`config.mk`:
```
export PLATFORM = sky130hd
export DESIGN_NAME = iccm_port_arbiter_flat
export DESIGN_NICKNAME = d
export VERILOG_FILES = /design/src/rtl/iccm_port_arbiter_if.sv /design/src/rtl/iccm_port_arbiter.sv /design/src/flat_wrapper.sv
export SDC_FILE = /design/constraint.sdc
export NUM_CORES = 1
export LEC_CHECK = 0
export BUFFER_PORTS_ARGS = -buffer_cell sky130_fd_sc_hd__buf_2
export CAP_MARGIN = 20
export CORE_AREA = 2 2 83 85
export DETAILED_ROUTE_END_ITERATION = 10
export DIE_AREA = 0 0 85 87
export SLEW_MARGIN = 20
export SYNTH_ARGS = -nofsm -noshare
export SYNTH_HDL_FRONTEND = slang
export SYNTH_SLANG_ARGS = --single-unit
```
`constraint.sdc`:
```
create_clock -name clock -period 1.7 [get_ports clock]
set_input_delay 0.17 -clock clock [delete_from_list [all_inputs] [get_ports clock]]
set_output_delay 0.17 -clock clock [all_outputs]
set_load 0.01 [all_outputs]
```
`src/rtl/iccm_port_arbiter_if.sv`:
```
// Bus bundle between the fetch adapter, the boot loader and the ICCM SRAM macro.
// The slave modport is the arbiter's view; master is the view of the surrounding logic.
interface iccm_port_arbiter_if #(
  parameter int unsigned Aw = 12,
  parameter int unsigned Dw = 32
);
  localparam int unsigned Mw = Dw / 8;

  // Fetch port (read-only)
  logic          f_req_i;
  logic [Aw-1:0] f_addr_i;
  logic          f_gnt_o;
  logic          f_rvalid_o;
  logic [Dw-1:0] f_rdata_o;

  // Boot-loader port (read/write with byte mask)
  logic          l_req_i;
  logic          l_we_i;
  logic [Aw-1:0] l_addr_i;
  logic [Dw-1:0] l_wdata_i;
  logic [Mw-1:0] l_wmask_i;
  logic          l_gnt_o;
  logic          l_rvalid_o;
  logic [Dw-1:0] l_rdata_o;

  // SRAM macro side
  logic          mem_en_o;
  logic [Mw-1:0] mem_we_o;
  logic [Aw-1:0] mem_addr_o;
  logic [Dw-1:0] mem_wdata_o;
  logic [Dw-1:0] mem_rdata_i;

  modport slave (
    input  f_req_i, f_addr_i,
    output f_gnt_o, f_rvalid_o, f_rdata_o,
    input  l_req_i, l_we_i, l_addr_i, l_wdata_i, l_wmask_i,
    output l_gnt_o, l_rvalid_o, l_rdata_o,
    output mem_en_o, mem_we_o, mem_addr_o, mem_wdata_o,
    input  mem_rdata_i
  );

  modport master (
    output f_req_i, f_addr_i,
    input  f_gnt_o, f_rvalid_o, f_rdata_o,
    output l_req_i, l_we_i, l_addr_i, l_wdata_i, l_wmask_i,
    input  l_gnt_o, l_rvalid_o, l_rdata_o,
    input  mem_en_o, mem_we_o, mem_addr_o, mem_wdata_o,
    output mem_rdata_i
  );
endinterface

```
`src/rtl/iccm_port_arbiter.sv`:
```
// Two-port arbiter in front of a single-port instruction SRAM.
// BOOT: only the loader reaches the memory. RUN (after boot_done_i): both ports share it,
// loader wins conflicts. Define ICCM_ARB_RR_EN to arbitrate conflicts round-robin instead.
// Responses come back with a fixed one-cycle latency on the port that owned the access.
module iccm_port_arbiter #(
  parameter int unsigned Aw = 12,
  parameter int unsigned Dw = 32
) (
  input  logic                clock,
  input  logic                reset,
  input  logic                boot_done_i,
  output logic                run_o,
  iccm_port_arbiter_if.slave  bus
);
  localparam int unsigned Mw = Dw / 8;

  typedef enum logic [0:0] {StBoot, StRun} state_e;

  state_e state_q, state_d;
  logic   done_q, done_d;      // boot_done_i seen (it may be only a pulse)
  logic   f_pend_q, f_pend_d;  // fetch owns the response this cycle
  logic   l_pend_q, l_pend_d;  // loader owns the response this cycle
  logic   l_we_q, l_we_d;      // loader's pending access was a write

  logic f_gnt, l_gnt;

`ifdef ICCM_ARB_RR_EN
  logic last_fetch_q, last_fetch_d;  // 1: fetch won the most recent RUN grant
`endif

  // Grant selection; everything is held at zero while reset is asserted
  always_comb begin
    f_gnt = 1'b0;
    l_gnt = 1'b0;
    if (reset) begin
      if (state_q == StBoot) begin
        l_gnt = bus.l_req_i;
      end else if (bus.l_req_i && bus.f_req_i) begin
`ifdef ICCM_ARB_RR_EN
        l_gnt = last_fetch_q;
        f_gnt = ~last_fetch_q;
`else
        l_gnt = 1'b1;
`endif
      end else begin
        l_gnt = bus.l_req_i;
        f_gnt = bus.f_req_i;
      end
    end
  end

  // Next state: leave BOOT only once no loader response is still owed
  always_comb begin
    state_d  = state_q;
    done_d   = done_q | boot_done_i;
    f_pend_d = f_gnt;
    l_pend_d = l_gnt;
    l_we_d   = l_gnt & bus.l_we_i;
    if (state_q == StBoot && (done_q || boot_done_i) && !l_gnt) begin
      state_d = StRun;
    end
  end

`ifdef ICCM_ARB_RR_EN
  // Round-robin pointer follows RUN grants only, so the first RUN conflict goes to the loader
  always_comb begin
    last_fetch_d = last_fetch_q;
    if (state_q == StRun) begin
      if (f_gnt) begin
        last_fetch_d = 1'b1;
      end else if (l_gnt) begin
        last_fetch_d = 1'b0;
      end
    end
  end

  // Round-robin pointer register
  always_ff @(posedge clock) begin
    if (!reset) begin
      last_fetch_q <= 1'b1;
    end else begin
      last_fetch_q <= last_fetch_d;
    end
  end
`endif

  // State and response-ownership registers
  always_ff @(posedge clock) begin
    if (!reset) begin
      state_q  <= StBoot;
      done_q   <= 1'b0;
      f_pend_q <= 1'b0;
      l_pend_q <= 1'b0;
      l_we_q   <= 1'b0;
    end else begin
      state_q  <= state_d;
      done_q   <= done_d;
      f_pend_q <= f_pend_d;
      l_pend_q <= l_pend_d;
      l_we_q   <= l_we_d;
    end
  end

  // SRAM drive from the winner, and response routing; reset gating drops owed responses
  always_comb begin
    bus.f_gnt_o     = f_gnt;
    bus.l_gnt_o     = l_gnt;
    bus.mem_en_o    = f_gnt | l_gnt;
    bus.mem_addr_o  = f_gnt ? bus.f_addr_i : (l_gnt ? bus.l_addr_i : '0);
    bus.mem_we_o    = (l_gnt && bus.l_we_i) ? bus.l_wmask_i : {Mw{1'b0}};
    bus.mem_wdata_o = l_gnt ? bus.l_wdata_i : '0;
    bus.f_rvalid_o  = reset & f_pend_q;
    bus.f_rdata_o   = (reset && f_pend_q) ? bus.mem_rdata_i : '0;
    bus.l_rvalid_o  = reset & l_pend_q;
    bus.l_rdata_o   = (reset && l_pend_q && !l_we_q) ? bus.mem_rdata_i : '0;
    run_o           = reset & (state_q == StRun);
  end

endmodule

```
`src/flat_wrapper.sv`:
```
// flat-port wrapper written by rule: the top's interface ports become plain ports
module iccm_port_arbiter_flat 
#(
  parameter int unsigned Aw = 12,
  parameter int unsigned Dw = 32
)
  (clock, reset, boot_done_i, run_o, bus_f_req_i, bus_f_addr_i, bus_f_gnt_o, bus_f_rvalid_o, bus_f_rdata_o, bus_l_req_i, bus_l_we_i, bus_l_addr_i, bus_l_wdata_i, bus_l_wmask_i, bus_l_gnt_o, bus_l_rvalid_o, bus_l_rdata_o, bus_mem_en_o, bus_mem_we_o, bus_mem_addr_o, bus_mem_wdata_o, bus_mem_rdata_i);
  iccm_port_arbiter_if #(.Aw(Aw), .Dw(Dw)) bus_i ();
  input  logic clock;
  input  logic reset;
  input  logic boot_done_i;
  output logic run_o;
  input wire logic [$bits(bus_i.f_req_i)-1:0] bus_f_req_i;
  input wire logic [$bits(bus_i.f_addr_i)-1:0] bus_f_addr_i;
  output wire logic [$bits(bus_i.f_gnt_o)-1:0] bus_f_gnt_o;
  output wire logic [$bits(bus_i.f_rvalid_o)-1:0] bus_f_rvalid_o;
  output wire logic [$bits(bus_i.f_rdata_o)-1:0] bus_f_rdata_o;
  input wire logic [$bits(bus_i.l_req_i)-1:0] bus_l_req_i;
  input wire logic [$bits(bus_i.l_we_i)-1:0] bus_l_we_i;
  input wire logic [$bits(bus_i.l_addr_i)-1:0] bus_l_addr_i;
  input wire logic [$bits(bus_i.l_wdata_i)-1:0] bus_l_wdata_i;
  input wire logic [$bits(bus_i.l_wmask_i)-1:0] bus_l_wmask_i;
  output wire logic [$bits(bus_i.l_gnt_o)-1:0] bus_l_gnt_o;
  output wire logic [$bits(bus_i.l_rvalid_o)-1:0] bus_l_rvalid_o;
  output wire logic [$bits(bus_i.l_rdata_o)-1:0] bus_l_rdata_o;
  output wire logic [$bits(bus_i.mem_en_o)-1:0] bus_mem_en_o;
  output wire logic [$bits(bus_i.mem_we_o)-1:0] bus_mem_we_o;
  output wire logic [$bits(bus_i.mem_addr_o)-1:0] bus_mem_addr_o;
  output wire logic [$bits(bus_i.mem_wdata_o)-1:0] bus_mem_wdata_o;
  input wire logic [$bits(bus_i.mem_rdata_i)-1:0] bus_mem_rdata_i;
  assign bus_i.f_req_i = bus_f_req_i;
  assign bus_i.f_addr_i = bus_f_addr_i;
  assign bus_f_gnt_o = bus_i.f_gnt_o;
  assign bus_f_rvalid_o = bus_i.f_rvalid_o;
  assign bus_f_rdata_o = bus_i.f_rdata_o;
  assign bus_i.l_req_i = bus_l_req_i;
  assign bus_i.l_we_i = bus_l_we_i;
  assign bus_i.l_addr_i = bus_l_addr_i;
  assign bus_i.l_wdata_i = bus_l_wdata_i;
  assign bus_i.l_wmask_i = bus_l_wmask_i;
  assign bus_l_gnt_o = bus_i.l_gnt_o;
  assign bus_l_rvalid_o = bus_i.l_rvalid_o;
  assign bus_l_rdata_o = bus_i.l_rdata_o;
  assign bus_mem_en_o = bus_i.mem_en_o;
  assign bus_mem_we_o = bus_i.mem_we_o;
  assign bus_mem_addr_o = bus_i.mem_addr_o;
  assign bus_mem_wdata_o = bus_i.mem_wdata_o;
  assign bus_i.mem_rdata_i = bus_mem_rdata_i;
  iccm_port_arbiter #(.Aw(Aw), .Dw(Dw)) u_core (.clock(clock), .reset(reset), .boot_done_i(boot_done_i), .run_o(run_o), .bus(bus_i));
endmodule
```
==> flow_metrics.tcl, run 1 <==
set metrics [dict create \
    cp_slowest_stage_delay_ns 0.66 \
    setup_slack_ns 0.147 \
    route.detailed.vias_per_inst 4.45 \
    tritoncts "yes" \
    hold_viol 0 \
    cts.repair.resized 0 \
    wire_length_of_the_first_global_routing_pass_um 8290 \
    wl_per_cell_um 12.8 \
    most_common_cell_after_layout_fill_and_taps_aside "buf_2" \
    max-clock-path-buffers 2 \
    tritonroute_pass_1_iters 4 \
    dieArea_um2 7400 \
    required_ns 1.53 \
    routed.top_layer "met4" \
    final_nets 478 \
    worst-path-max-fanout 17 \
    worst_skew_pair.late_latency_ns 0.22 \
    grtUsageTotal_pct 13.7 \
    critPathArrivalTime_ns 1.38 \
    dieWidth_um 85 \
    design.portCount 216 \
    met2WireLength_um 3010 \
    timing.clock.skew_ns 0.000159 \
    clock_sinks 5 \
    worstSetupEndpointType "output port" \
    postLayoutCellArea_um2 2330 \
    core.rowCount 30 \
    final-max-slew-violation-count 0 \
    congestion_overflow_gr 0 \
    pre_cts_ws_ns 0.335 \
    min-delay-path-class "in2reg" \
    number_of_instances_in_the_synthesized_netlist 180 \
    postSynthAreaPerCell_um2 6.76 \
    antenna_violations_before_repair 0 \
    run_status "finished clean" \
    max_freq_mhz 644 \
    min_period_over_period_pct 91.3 \
    max-slew-margin-rel_pct 63.4 \
    syn-cell-area_um2 1220 \
    crit_chain "nand4b_1, a21boi_0, buf_2" \
    total_routed_wirelength_um 5880 \
    worstSetupPathType "reg2out" \
    finish.utilization_pct 35.5 \
    mostFrequentLayoutCells "buf_2, and3_1, and2_1, nand4b_1, nand2_1" \
    post_dp_cell_area_um2 2290 \
    cellLeakagePower_uw 0.00170 \
    detail_route.wirelength.met1_um 2230 \
    holdBufCountCts 0 \
    r2r_setup_slack_ns 0.73 \
    cts_buffers 3 \
    power_per_cell_area_nw_per_um2 308 \
    synth.yosys.seq_area_share_pct 8.23 \
    grt_setup_unrepaired "no" \
    detailedRoute.firstIterationViolations 73 \
    largest_net_degree_at_the_start_of_global_routing 45 \
    vias_in_the_first_global_route 1766 \
    drv_cap 0 \
    vias 2044 \
    design.core.area_um2 6570 \
    route.met3.wl_um 610 \
    peakVddDrop_v 0.000363 \
    setup.worst_path.start_class "flip-flop" \
    drive_gt1_share_pct 59.4 \
    totalNegativeSetupSlack_ns 0 \
    die-height_um 87 \
    synth_cell_type_count 19 \
    layout-area-overhead-vs-synth_pct 91.7 \
    port-buffer-count 215 \
    globalplace.congestion 0.845 \
    cts_root_buffer "clkbuf_8" \
    timing_worst_slew_pin_value_ns 0.549 \
    cts-htree-levels 1 \
    cpMaxStageDelayCell "dfxtp_1" \
    synth_nets 278 \
    antenna-diode-count 0 \
    remaining_drc_errors 0 \
    hpwl_um 4750 \
    cts.clk_slew.worst_paths_ns 0.03 \
    yosysWarningCount 0 \
    synth_seq_cells 5 \
    number_of_buffers_added_for_setup_after_cts 0 \
    floorplan.initialDensity_pct 18.5 \
    postRouteAntennaNets 0 \
    finalWorstPathRequiredPeriod_ns 1.55 \
    setup_violation_total_in_the_final_timing_report 0 \
]
-- cells in the mapped netlist --
master    count  area (µm²)
and3_1       65         407
and2_1       40         250
nand2_1      12        45.0
nand4b_1     12         105
a21boi_0      9        67.6
clkbuf_1      9        33.8
buf_2         5        25.0
clkbuf_2      5        25.0
dfxtp_1       5         100
buf_6         4        45.0
a21boi_1      3        22.5
and4b_1       2        20.0
buf_4         2        15.0
o21a_1        2        15.0
a21oi_1       1        5.00
and3b_1       1        8.76
and3b_2       1        10.0
nor2b_1       1        6.26
o21ba_2       1        10.0
-- logic make-up after synthesis --
logic type / Yosys count / synth area share [%]
buf+inv: 25 / 11.8
compound gates: 16 / 9.88
flops: 5 / 8.23
simple gates: 134 / 70.1
-- routing by layer --
layer | up-vias | track usage, %
met2 | 122 | 27.8
met5 | - | 0
met3 | 2 | 3.32
met1 | 892 | 14.6
li1 | 1028 | -
met4 | 0 | 1.44
-- final cells by class --
cell class	count	area, µm²
clock buffers	4	45.0
fillers	714	4240
multi-input cells	150	972
flip-flops and latches	5	100
well taps	80	100
repair buffers	220	1110
-- state kept, by name, summed over array words and instances, names as in the netlist --
register,count
u_core.l_we_q,1
u_core.l_pend_q,1
u_core.state_q,1
u_core.f_pend_q,1
u_core.done_q,1
-- path summary, 6_finish.rpt --
check	to	startpoint	depth (start not counted)
max	bus_mem_addr_o[4]	u_core.state_q	3
min	u_core.done_q	boot_done_i	2
max reg2reg	u_core.f_pend_q	u_core.state_q	1
min reg2reg	u_core.done_q	u_core.done_q	1
-- metrics by stage --
stage	hold slack [ns]	power [µW]	cells
after floorplan	0.294	309	180
after global placement	0.412	502	455
after detailed placement	0.416	507	455
after CTS	0.199	730	459
after global routing	0.200	771	459
final	0.204	717	459
-- worst max-delay path: cells and delay by family (launching register included) --
family,cells,cell delay [ns]
flip-flops,1,0.66
buffers and inverters,1,0.16
AO/OA/AOI/OAI,1,0.19
AND/OR/NAND/NOR,1,0.15
-- where the power goes --
group / leakage (µW) / switching, µW / internal [µW]
Sequential: 0.0000414 / 10.0 / 124
Combinational: 0.00163 / 181 / 187
Clock: 0.0000228 / 54.1 / 161
Note: power is estimated with default switching activity, not from simulation.
==> run 2: changes to the inputs <==
--- a/config.mk
+++ b/config.mk
@@ -10,6 +10,7 @@
 export CORE_AREA = 2 2 83 85
 export DETAILED_ROUTE_END_ITERATION = 10
 export DIE_AREA = 0 0 85 87
+export RECOVER_POWER = 100
 export SLEW_MARGIN = 20
 export SYNTH_ARGS = -nofsm -noshare
 export SYNTH_HDL_FRONTEND = slang
==> flow_metrics.tcl, run 2 (synthesized netlist as in run 1, its figures left out) <==
set metrics [dict create \
    min_period_over_period_pct 92.8 \
    total_routed_wirelength_um 6000 \
    congestion_overflow_gr 0 \
    hold_depth 2 \
    die-height_um 87 \
    cts_root_buffer "clkbuf_8" \
    run_status "finished clean" \
    cts.repair.resized 0 \
    largest_net_degree_at_the_start_of_global_routing 45 \
    power_frac_comb_pct 50.2 \
    wire_length_of_the_first_global_routing_pass_um 8290 \
    required_ns 1.53 \
    cellLeakagePower_uw 0.00127 \
    drive_gt1_share_pct 33.2 \
    power.sequential.fraction_pct 19.2 \
    hold_viol 0 \
    finalWorstPathRequiredPeriod_ns 1.58 \
    route.detailed.vias_per_inst 4.44 \
    port-buffer-count 215 \
    cts_buffers 3 \
    layoutNonFillerInstCount 459 \
    cts.clk_slew.worst_paths_ns 0.03 \
    power.switching_fraction_pct 35.5 \
    layout-area-overhead-vs-synth_pct 80.9 \
    postRouteAntennaNets 0 \
    final_nets 478 \
    globalplace.congestion 0.845 \
    vias_in_the_first_global_route 1766 \
    tritonroute_pass_1_iters 4 \
    antenna_violations_before_repair 0 \
    power_per_cell_area_nw_per_um2 319 \
    grtUsageTotal_pct 13.7 \
    design.portCount 216 \
    placedCellCount 455 \
    holdBufCountCts 0 \
    max_freq_mhz 634 \
    remaining_drc_errors 0 \
    worstSetupEndpointType "output port" \
    drv_cap 0 \
    vias 2037 \
    totalNegativeSetupSlack_ns 0 \
    hpwl_um 4750 \
    timing.clock.skew_ns 0.000242 \
    worstSetupPathType "reg2out" \
    wl_per_cell_um 13.1 \
    design.core.area_um2 6570 \
    min-delay-path-class "in2reg" \
    setup.worst_path.start_class "flip-flop" \
    r2r_cells 1 \
    dieWidth_um 85 \
    worst_skew_pair.late_latency_ns 0.22 \
    cts-htree-levels 1 \
    switchingPower_uw 249 \
    clockPowerShare_pct 30.6 \
    max-clock-path-buffers 2 \
    floorplan.initialDensity_pct 18.5 \
    final-max-slew-violation-count 0 \
    timing_worst_slew_pin_value_ns 0.610 \
    antenna-diode-count 0 \
    mostFrequentLayoutCells "buf_2, clkbuf_1, and3_1, and2_1" \
    tritoncts "yes" \
    grt_setup_unrepaired "no" \
    setup_violation_total_in_the_final_timing_report 0 \
    dieArea_um2 7400 \
    core.rowCount 30 \
    worst-path-max-fanout 17 \
    cellInternalPower_uw 453 \
    detailedRoute.firstIterationViolations 63 \
    most_common_cell_after_layout_fill_and_taps_aside "buf_2" \
    peakVddDrop_v 0.000363 \
    number_of_buffers_added_for_setup_after_cts 0 \
    max-slew-margin-rel_pct 59.3 \
    clock_sinks 5 \
    critPathArrivalTime_ns 1.41 \
]
-- run 2: cell types whose count changed in the layout (fill, tap and decap cells not counted), sizes merged --
| cell | delta |
|---|---|
| buf | -104 |
| clkbuf | +104 |
-- run 2: through the flow --
stage	cell area (µm²)	util, %	hold slack, ns	setup slack (ns)	total power (µW)
global route	2200	33.5	0.200	0.0106	753
CTS	2330	35.5	0.199	0.148	730
detailed placement	2290	34.8	0.416	0.335	507
floorplan	1220	-	0.294	0.567	309
finish	2200	33.5	0.204	0.122	702
global placement	2290	34.8	0.412	0.293	502
-- run 2: path summary, 6_finish.rpt --
check                  from                end  slack (ns)
max reg2reg  u_core.state_q    u_core.f_pend_q        0.73
min reg2reg   u_core.done_q      u_core.done_q        0.47
min             boot_done_i      u_core.done_q        0.20
max          u_core.state_q  bus_mem_addr_o[9]        0.12
-- run 2: final cells by class --
class	count	area [µm²]
Fill cell	770	4370
Timing Repair Buffer	220	982
Multi-Input combinational cell	150	972
Sequential cell	5	100
Tap cell	80	100
Clock buffer	4	45.0
-- run 2: worst max-delay path: stages (launching register included) --
cell and delay, ns:
dfxtp_1 0.66, nand4b_1 0.16, a21boi_0 0.21, buf_2 0.16
-- run 2: power groups by stage --
stage               Combinational [µW]  Clock [µW]  Sequential, µW
finish                             352         215             135
global route                       386         232             136
CTS                                372         223             134
detailed placement                 371           0             136
global placement                   366           0             136
floorplan                          181           0             128
-- run 2: metal layers --
metal	share of wire, %	global-route usage [%]
met1	38	14.6
met4	0.050	1.44
met2	51	27.8
met5	0	0
met3	11	3.32
==> run 3: changes to the inputs <==
--- a/config.mk
+++ b/config.mk
@@ -10,6 +10,7 @@
 export CORE_AREA = 2 2 83 85
 export DETAILED_ROUTE_END_ITERATION = 10
 export DIE_AREA = 0 0 85 87
+export PLACE_DENSITY = 0.58
 export RECOVER_POWER = 100
 export SLEW_MARGIN = 20
 export SYNTH_ARGS = -nofsm -noshare
==> flow_metrics.tcl, run 3 (synthesized netlist as in run 1, its figures left out) <==
set metrics [dict create \
    grtUsageTotal_pct 12.9 \
    design.core.area_um2 6570 \
    run_status "finished clean" \
    number_of_buffers_added_for_setup_after_cts 0 \
    layout.filler_cells 777 \
    power_per_cell_area_nw_per_um2 318 \
    cts_buffers 3 \
    cpMaxStageDelayCell "and3b_2" \
    worst_skew_pair.late_latency_ns 0.22 \
    layout.area.seq_um2 100 \
    cellLeakagePower_uw 0.00125 \
    cts-htree-levels 1 \
    final-max-slew-violation-count 0 \
    timing.clock.skew_ns 0.00113 \
    clock_sinks 5 \
    cts.repair.resized 0 \
    critPathArrivalTime_ns 1.39 \
    total_routed_wirelength_um 5410 \
    setup.worst_path.start_class "flip-flop" \
    die-height_um 87 \
    max_freq_mhz 641 \
    antenna-diode-count 0 \
    drive_gt1_share_pct 31.9 \
    port-buffer-count 215 \
    drv_cap 0 \
    holdBufCountCts 0 \
    timing_worst_slew_pin_value_ns 0.670 \
    tritonroute_pass_1_iters 4 \
    cts_root_buffer "clkbuf_8" \
    most_common_cell_after_layout_fill_and_taps_aside "buf_2" \
    min_period_over_period_pct 91.7 \
    postRouteAntennaNets 0 \
    vias_in_the_first_global_route 1801 \
    min-delay-path-class "in2reg" \
    dieArea_um2 7400 \
    wl_per_cell_um 11.8 \
    cts.clk_slew.worst_paths_ns 0.04 \
    peakVddDrop_v 0.000327 \
    timing.rr.start "u_core.state_q" \
    detailedRoute.firstIterationViolations 71 \
    core.rowCount 30 \
    required_ns 1.53 \
    cp_slowest_stage_delay_ns 0.51 \
    finalWorstPathRequiredPeriod_ns 1.56 \
    max-slew-margin-rel_pct 55.3 \
    setup_violation_total_in_the_final_timing_report 0 \
    layout-area-overhead-vs-synth_pct 80.3 \
    route.detailed.vias_per_inst 4.44 \
    remaining_drc_errors 0 \
    design_power_total_uw 697 \
    wire_length_of_the_first_global_routing_pass_um 7910 \
    tritoncts "yes" \
    timing.critical_path.from "u_core.l_we_q" \
    worst-path-max-fanout 31 \
    worstSetupEndpointType "output port" \
    hpwl_um 4300 \
    largest_net_degree_at_the_start_of_global_routing 49 \
    vias 2040 \
    globalplace.congestion 0.751 \
    final_nets 478 \
    hold_viol 0 \
    dieWidth_um 85 \
    mostFrequentLayoutCells "buf_2, clkbuf_1, and3_1, and2_1" \
    floorplan.initialDensity_pct 18.5 \
    totalNegativeSetupSlack_ns 0 \
    multi_input_gate_area_in_the_final_layout_um2 972 \
    design.portCount 216 \
    crit_chain "and3b_2, and2_1, clkbuf_1" \
    max-clock-path-buffers 2 \
    grt_setup_unrepaired "no" \
    hold_ws_ns 0.181 \
    congestion_overflow_gr 0 \
    worstSetupPathType "reg2out" \
    hold_path_startpoint "boot_done_i" \
    antenna_violations_before_repair 0 \
]
run 3: metal layers:
metal  vias to the layer above  GRT usage, %  part of all wire (%)
met5                         -             0                     0
met4                         0          1.88                  0.39
met3                         3          2.46                    12
met2                       137          26.3                    50
met1                       873          13.7                    37
li1                       1027             -                     -
run 3: final timing paths:
check | endpoint | cells after the start | slack, ns
max | bus_l_rdata_o[27] | 3 | 0.14
min | u_core.done_q | 2 | 0.18
max reg2reg | u_core.f_pend_q | 1 | 0.76
min reg2reg | u_core.done_q | 1 | 0.45
run 3: report_power, final:
group | leakage, µW | internal [µW] | switching (µW) | total [µW]
Clock | 0.0000228 | 161 | 58.4 | 219
Combinational | 0.00119 | 167 | 176 | 344
Sequential | 0.0000414 | 124 | 9.60 | 134
run 3: area by class of cell:
type / count / share of cell area, %
repair buffers: 220 / 44.5
multi-input cells: 150 / 44.3
flip-flops and latches: 5 / 4.56
well taps: 80 / 4.56
clock buffers: 4 / 2.05
run 3: through the flow:
stage               utilization, %  cells  cell area, µm²  worst slack (ns)
global placement              35.0    455            2300             0.426
CTS                           35.7    459            2340             0.142
global route                  33.4    459            2190           0.00695
finish                        33.4    459            2190             0.141
floorplan                        -    180            1220             0.567
detailed placement            35.0    455            2300             0.384
run 3: worst max-delay path: cells and delay by family (launching register included):
kind	cells	cell delay [ns]
simple gates	2	0.70
flops	1	0.30
buf+inv	1	0.16
